[src/rtl/ripple_carry_adder_pkg.sv]
// Shared constants for the ripple-carry adder slice.
package ripple_carry_adder_pkg;

  localparam int ADDER_WIDTH_DEFAULT = 4;

endpackage

[src/rtl/ripple_carry_adder_if.sv]
// Operand/result bundle between the adder and whoever feeds it.
interface ripple_carry_adder_if
  import ripple_carry_adder_pkg::*;
#(
  parameter int WIDTH = ADDER_WIDTH_DEFAULT
);

  logic [WIDTH-1:0] a;
  logic [WIDTH-1:0] b;
  logic             c;
  logic             in_valid;
  logic [WIDTH-1:0] sum;
  logic [WIDTH-1:0] carry;
  logic             out_valid;

  modport master (
    output a, b, c, in_valid,
    input  sum, carry, out_valid
  );

  modport slave (
    input  a, b, c, in_valid,
    output sum, carry, out_valid
  );

endinterface

[src/rtl/ripple_carry_adder_full_adder.sv]
// One-bit full adder; one stage of the ripple chain.
module full_adder (
  input  logic x,
  input  logic y,
  input  logic ci,
  output logic s,
  output logic co
);

  logic half_sum;

  assign half_sum = x ^ y;
  assign s        = half_sum ^ ci;
  assign co       = (x & y) | (ci & half_sum);

endmodule

[src/rtl/ripple_carry_adder.sv]
// Registered ripple-carry adder: combinational full-adder chain, one-cycle latency,
// outputs hold their last result while no new operands arrive.
module ripple_carry_adder
  import ripple_carry_adder_pkg::*;
#(
  parameter int WIDTH = ADDER_WIDTH_DEFAULT
) (
  input logic                clk,
  input logic                rst_n,
  ripple_carry_adder_if.slave bus
);

  logic [WIDTH-1:0] add_sum;
  logic [WIDTH-1:0] add_carry;

  logic [WIDTH-1:0] sum_q;
  logic [WIDTH-1:0] sum_d;
  logic [WIDTH-1:0] carry_q;
  logic [WIDTH-1:0] carry_d;
  logic             valid_q;
  logic             valid_d;

  // Each stage keeps its own carry nets so the chain is not a self-referencing vector.
  genvar gi;
  generate
    for (gi = 0; gi < WIDTH; gi++) begin : g_stage
      logic ci_w;
      logic co_w;

      if (gi == 0) begin : g_first
        assign ci_w = bus.c;
      end else begin : g_rest
        assign ci_w = g_stage[gi-1].co_w;
      end

      full_adder u_fa (
        .x  (bus.a[gi]),
        .y  (bus.b[gi]),
        .ci (ci_w),
        .s  (add_sum[gi]),
        .co (co_w)
      );

      assign add_carry[gi] = co_w;
    end
  endgenerate

  always_comb begin
    sum_d   = sum_q;
    carry_d = carry_q;
    valid_d = 1'b0;
    if (bus.in_valid) begin
      sum_d   = add_sum;
      carry_d = add_carry;
      valid_d = 1'b1;
    end
  end

  always_ff @(posedge clk) begin
    if (!rst_n) begin
      sum_q   <= '0;
      carry_q <= '0;
      valid_q <= 1'b0;
    end else begin
      sum_q   <= sum_d;
      carry_q <= carry_d;
      valid_q <= valid_d;
    end
  end

  assign bus.sum       = sum_q;
  assign bus.carry     = carry_q;
  assign bus.out_valid = valid_q;

endmodule

[src/flat_wrapper.sv]
// flat-port wrapper written by rule: the top's interface ports become plain ports
module ripple_carry_adder_flat import ripple_carry_adder_pkg::*;
#(
  parameter int WIDTH = ADDER_WIDTH_DEFAULT
)
  (clk, rst_n, bus_a, bus_b, bus_c, bus_in_valid, bus_sum, bus_carry, bus_out_valid);
  ripple_carry_adder_if #(.WIDTH(WIDTH)) bus_i ();
  input logic clk;
  input logic rst_n;
  input wire logic [$bits(bus_i.a)-1:0] bus_a;
  input wire logic [$bits(bus_i.b)-1:0] bus_b;
  input wire logic [$bits(bus_i.c)-1:0] bus_c;
  input wire logic [$bits(bus_i.in_valid)-1:0] bus_in_valid;
  output wire logic [$bits(bus_i.sum)-1:0] bus_sum;
  output wire logic [$bits(bus_i.carry)-1:0] bus_carry;
  output wire logic [$bits(bus_i.out_valid)-1:0] bus_out_valid;
  assign bus_i.a = bus_a;
  assign bus_i.b = bus_b;
  assign bus_i.c = bus_c;
  assign bus_i.in_valid = bus_in_valid;
  assign bus_sum = bus_i.sum;
  assign bus_carry = bus_i.carry;
  assign bus_out_valid = bus_i.out_valid;
  ripple_carry_adder #(.WIDTH(WIDTH)) u_core (.clk(clk), .rst_n(rst_n), .bus(bus_i));
endmodule
[config.mk]
export PLATFORM = sky130hd
export DESIGN_NAME = ripple_carry_adder_flat
export DESIGN_NICKNAME = d
export VERILOG_FILES = /design/src/rtl/ripple_carry_adder_pkg.sv /design/src/rtl/ripple_carry_adder_if.sv /design/src/rtl/ripple_carry_adder_full_adder.sv /design/src/rtl/ripple_carry_adder.sv /design/src/flat_wrapper.sv
export SDC_FILE = /design/constraint.sdc
export NUM_CORES = 1
export LEC_CHECK = 0
export BUFFER_PORTS_ARGS = -buffer_cell sky130_fd_sc_hd__buf_2
export CAP_MARGIN = 20
export CORE_AREA = 2 2 39 41
export CTS_BUF_LIST = sky130_fd_sc_hd__clkbuf_8
export DETAILED_ROUTE_END_ITERATION = 7
export DIE_AREA = 0 0 41 43
export PLACE_DENSITY = 0.61
export SETUP_SLACK_MARGIN = 0.1
export SLEW_MARGIN = 40
export SYNTH_ARGS = -nofsm -noshare
export SYNTH_HDL_FRONTEND = slang
export SYNTH_SLANG_ARGS = --single-unit
[constraint.sdc]
create_clock -name clk -period 2.75 [get_ports clk]
set_input_delay 0 -clock clk [delete_from_list [all_inputs] [get_ports clk]]
set_output_delay 0 -clock clk [all_outputs]
set_load 0.01 [all_outputs]
Yosys cells after proc, flatten, opt, wreduce, memory -nomap -nowiden
Index checks and enable logic that the tools add are counted.

word-level totals
  register bits = 9
  output and inout bits = 9
  word-level logic and storage cells = 24

cells by class
  multiplexer cells = 1
  bitwise operators = 20

operators by type and width
  kind           number
  $and A1 B1 Y1  8
  $xor A1 B1 Y1  8
  $or A1 B1 Y1   4
  $mux W1        1

Longest topological paths before layout
  depth in word-level cells = 9
  gate-level depth with buffers = 6

Hierarchy
From an unflattened synthesis, not the netlist that was laid out.

second synthesis, totals
  cell total of the unflattened synthesis = 31
  area, all modules = 409.1 um2

by module, submodules not included
  module              instances  cells an instance  area each (um2)  sequential area each (um2)
  ripple_carry_adder  1          27                 329.1            180.2
  full_adder          4          1                  20.0             0.0

Worst setup path after synthesis
No wires, ideal clock.

  kind = input to register
  start point = in bus_c
  end point = reg u_core.sum_q[3] (netlist: u_core.bus.sum[3])
  data arrival time = 1.842 ns
  path slack = 0.792 ns
  cell stages on the path = 6
  cells stage by stage = fa_1 fa_1 fa_1 fa_1 mux2i_1 nor2b_1

on the way
  longest elaborated chain between the ends = 7

RTL lines
  what                                RTL line                             RTL
  from (decl)                         flat_wrapper.sv:12                   input wire logic [$bits(bus_i.c)-1:0] bus_c;
  $and A1 B1 Y1                       ripple_carry_adder_full_adder.sv:14  assign co = (x & y) | (ci & half_sum);
  $or A1 B1 Y1                        ripple_carry_adder_full_adder.sv:14
  $and A1 B1 Y1                       ripple_carry_adder_full_adder.sv:14
  $or A1 B1 Y1                        ripple_carry_adder_full_adder.sv:14
  named net u_core.g_stage[1].co_w    ripple_carry_adder.sv:28             logic co_w;
  $and A1 B1 Y1                       ripple_carry_adder_full_adder.sv:14
  $or A1 B1 Y1                        ripple_carry_adder_full_adder.sv:14
  named net u_core.g_stage[2].co_w    ripple_carry_adder.sv:28
  $xor A1 B1 Y1                       ripple_carry_adder_full_adder.sv:13  assign s = half_sum ^ ci;
  named net u_core.g_stage[3].u_fa.s  ripple_carry_adder_full_adder.sv:6   output logic s,
  to (signal assigned)                ripple_carry_adder.sv:65             sum_q <= sum_d;
  to (decl)                           ripple_carry_adder.sv:16             logic [WIDTH-1:0] sum_q;

The timed path passes the listed nets, and every way through them passes these cells.
A chain may end at the register's enable or synchronous reset.

Worst setup path after layout
  start point = in bus_c
  end point = reg u_core.sum_q[3] (netlist: u_core.bus.sum[3])

on the way
  longest elaborated chain between the ends = 7

RTL lines
  what                                RTL line
  $and A1 B1 Y1                       ripple_carry_adder_full_adder.sv:14
  $or A1 B1 Y1                        ripple_carry_adder_full_adder.sv:14
  named net u_core.g_stage[0].co_w    ripple_carry_adder.sv:28
  $and A1 B1 Y1                       ripple_carry_adder_full_adder.sv:14
  $or A1 B1 Y1                        ripple_carry_adder_full_adder.sv:14
  named net u_core.g_stage[1].co_w    ripple_carry_adder.sv:28
  $and A1 B1 Y1                       ripple_carry_adder_full_adder.sv:14
  $or A1 B1 Y1                        ripple_carry_adder_full_adder.sv:14
  named net u_core.g_stage[2].co_w    ripple_carry_adder.sv:28
  $xor A1 B1 Y1                       ripple_carry_adder_full_adder.sv:13
  named net u_core.g_stage[3].u_fa.s  ripple_carry_adder_full_adder.sv:6

The timed path passes the listed nets, and every way through them passes these cells.

==> summary.txt <==
Detailed routing
  • Detailed-router iteration count before antenna repair: 4
  • 1st-iter DRT viols: 1
  • DR WL/cell: about 10 µm
  • Antenna Nets Post-Route: 0
  • Via-to-Cell Ratio: between 4 and 5
  • DRT Wirelength: around 720 µm
  • Via count: about 280
  • # DRC: 0

Layout
  • Final #Nets: 71
  • Non-filler instance count after layout: 70
  • # diodes: 0
  • Most frequent cells in the layout: 20 x buf_2, 9 x dfxtp_1, 8 x mux2i_1, 8 x nor2b_1, 4 x fa_1
  • Synth-to-Final Area Change: 37.6%
  • Post-route cell area: about 560 µm²
  • Layout cells sized above 1: 0.444
  • Most common cell after layout, fill and taps aside: buf_2

Yosys
  • Sequential area share after synthesis: 0.440
  • Yosys top cell area share: 0.440
  • Distinct cells, synth: 6
  • Mapped Area: just over 400 µm²
  • Average size of a mapped cell: between 10 and 15 µm²
  • Synth Instances: 31
  • Largest cells by area after synthesis: dfxtp_1 44%, fa_1 20%, mux2i_1 20%
  • #FFs+latches synth: 9
  • Yosys warns: 0
  • Synth Net Count: 47
  • Synth area leader: dfxtp_1

Setup path
  • CP dominant cell by count: fa_1
  • Worst Setup Start Kind: primary input
  • Crit path kind: primary input to flip-flop
  • CP Data Arrival Time: 2030 ps
  • Slowest stage delay, CP: roughly 450 ps
  • FF-to-FF path depth: 2
  • Crit-path cells: buf_2 > fa_1 > fa_1 > fa_1 > fa_1 > mux2i_1 > nor2b_1
  • CP max FO: 2
  • Critical path required time: between 2000 and 3000 ps
  • Slowest stage cell on the critical path: fa_1
  • CP endpoint kind: flip-flop

Die
  • Die Y-Extent: 43 µm
  • CORE AREA: roughly 1400 µm²
  • IO Pins: 21
  • Starting Density: 0.296
  • Die area: between 1500 and 2000 µm²
  • Chip width: between 40 and 50 µm
  • FP Rows: 14

Run
  • Max cap viols: 0

Clock tree
  • CTS Hold Bufs: 0
  • Num CTS Buffers: 3
  • CTS tree: yes
  • CTS Buffer Depth: 2
  • Htree depth: 1
  • PostCTS Resize Cnt: 0
  • Worst skew pair latency: approximately 230 ps
  • Clock-pin slew on the worst setup and hold paths: around 50 ps
  • Postcts setup bufs: 0
  • Root buf cell: clkbuf_8
  • Total clock sinks: 9

Placed design
  • Placement Cell Area: roughly 520 µm²
  • Place WS: approximately 590 ps
  • Placed Cells: 66
  • RD Place Congestion: 0.723
  • Port Buf Inserts: 20
  • Post-DP HPWL: around 560 µm

STA
  • Tcrit/Tclk final: 0.693
  • Slew Limit Headroom: 0.832
  • RSZ-0062 raised after global routing: false
  • Final Hold Fails: 0
  • Max Freq: roughly 520 MHz
  • Min Tclk post-route: ~1900 ps
  • Slew @ Worst Pin: 252 ps
  • Setup Viol. Count Final: 0
  • Final TNS setup: 0 ps
  • Final WS setup: roughly 850 ps
  • Final Max Slew Viols: 0
  • Worst Clk Skew: 0 ps

Pwr
  • Leakage power total: around 0.00028 µW
  • PwrDens: about 630 nW/µm²
  • Total power: ~350 µW
  • VDD IR max: between 0.3 and 0.4 mV

Global routing
  • Total gr overflow: 0
  • Vias in the first global route: between 200 and 300
  • First-pass GRT wire length: 1.08 mm
  • GRT Total Usage: 0.101
  • Largest net degree at the start of global routing: 10
  • Initial antenna violation count: 0

Hold path
  • Worst hold path cell count: 2
  • Hold Crit Class: primary input to flip-flop

Status
  • Status: completed
==> routing by layer <==
metal / vias to the layer above / wire length, µm / part of all wire / track usage
li1: 145 / - / - / -
met1: 128 / 284 / 0.40 / 0.112
met2: 9 / 374 / 0.52 / 0.131
met3: 0 / 57 / 0.079 / 0.0942
met4: 0 / 0 / 0 / 0.0400
met5: - / 0 / 0 / 0
==> per-stage QoR <==
step,util,hold WS (ps)
2_1_floorplan,-,128
3_3_place_gp,0.374,331
3_5_place_dp,0.374,338
4_1_cts,0.407,89.8
5_1_grt,0.407,112
6_report,0.407,92.4
==> critical path, delay by kind of cell <==
family,cells,cell delay [ps]
multiplexers,1,140
adder cells (fa/ha/maj),4,1720
AND/OR/NAND/NOR,1,60
buffers and inverters,1,110
==> state kept, by name, indices dropped and copies added, names as in the netlist <==
register / flops
u_core.bus.out_valid: 1
u_core.bus.sum: 4
u_core.bus.carry: 4
==> report_power, final <==
part / internal (µW) / switching (µW)
Sequential: 142 / 4.64
Clock: 97.0 / 49.9
Combinational: 31.0 / 28.7
==> Yosys cell counts <==
master   number
fa_1          4
and2_2        1
mux2i_1       8
nor2b_1       8
dfxtp_1       9
buf_6         1
==> path summary, 6_finish.rpt <==
check / startpoint / to / slack (ps)
worst max-delay path: bus_c / u_core.bus.sum[3] / 850
worst min-delay path: rst_n / u_core.bus.carry[2] / 90
worst max register to register: u_core.bus.carry[1] / u_core.bus.carry[1] / 2150
worst min register to register: u_core.bus.sum[2] / u_core.bus.sum[2] / 510
==> layout make-up <==
type,count,area (µm²)
repair buffers,20,100
fillers,151,821
well taps,16,20.0
multi-input cells,21,218
clock buffers,3,41.3
flip-flops and latches,9,180
clock inverters,1,3.75
==> logic make-up (layout without fill, tap and decap cells) <==
kind of cell,Yosys count,after routing,share of synthesized area
muxes,8,8,0.196
DFF,9,9,0.440
and+or+nand+nor,9,9,0.141
adders and majority gates,4,4,0.196
buffers and inverters,1,24,0.0275
Note: power is estimated with default switching activity, not from simulation.
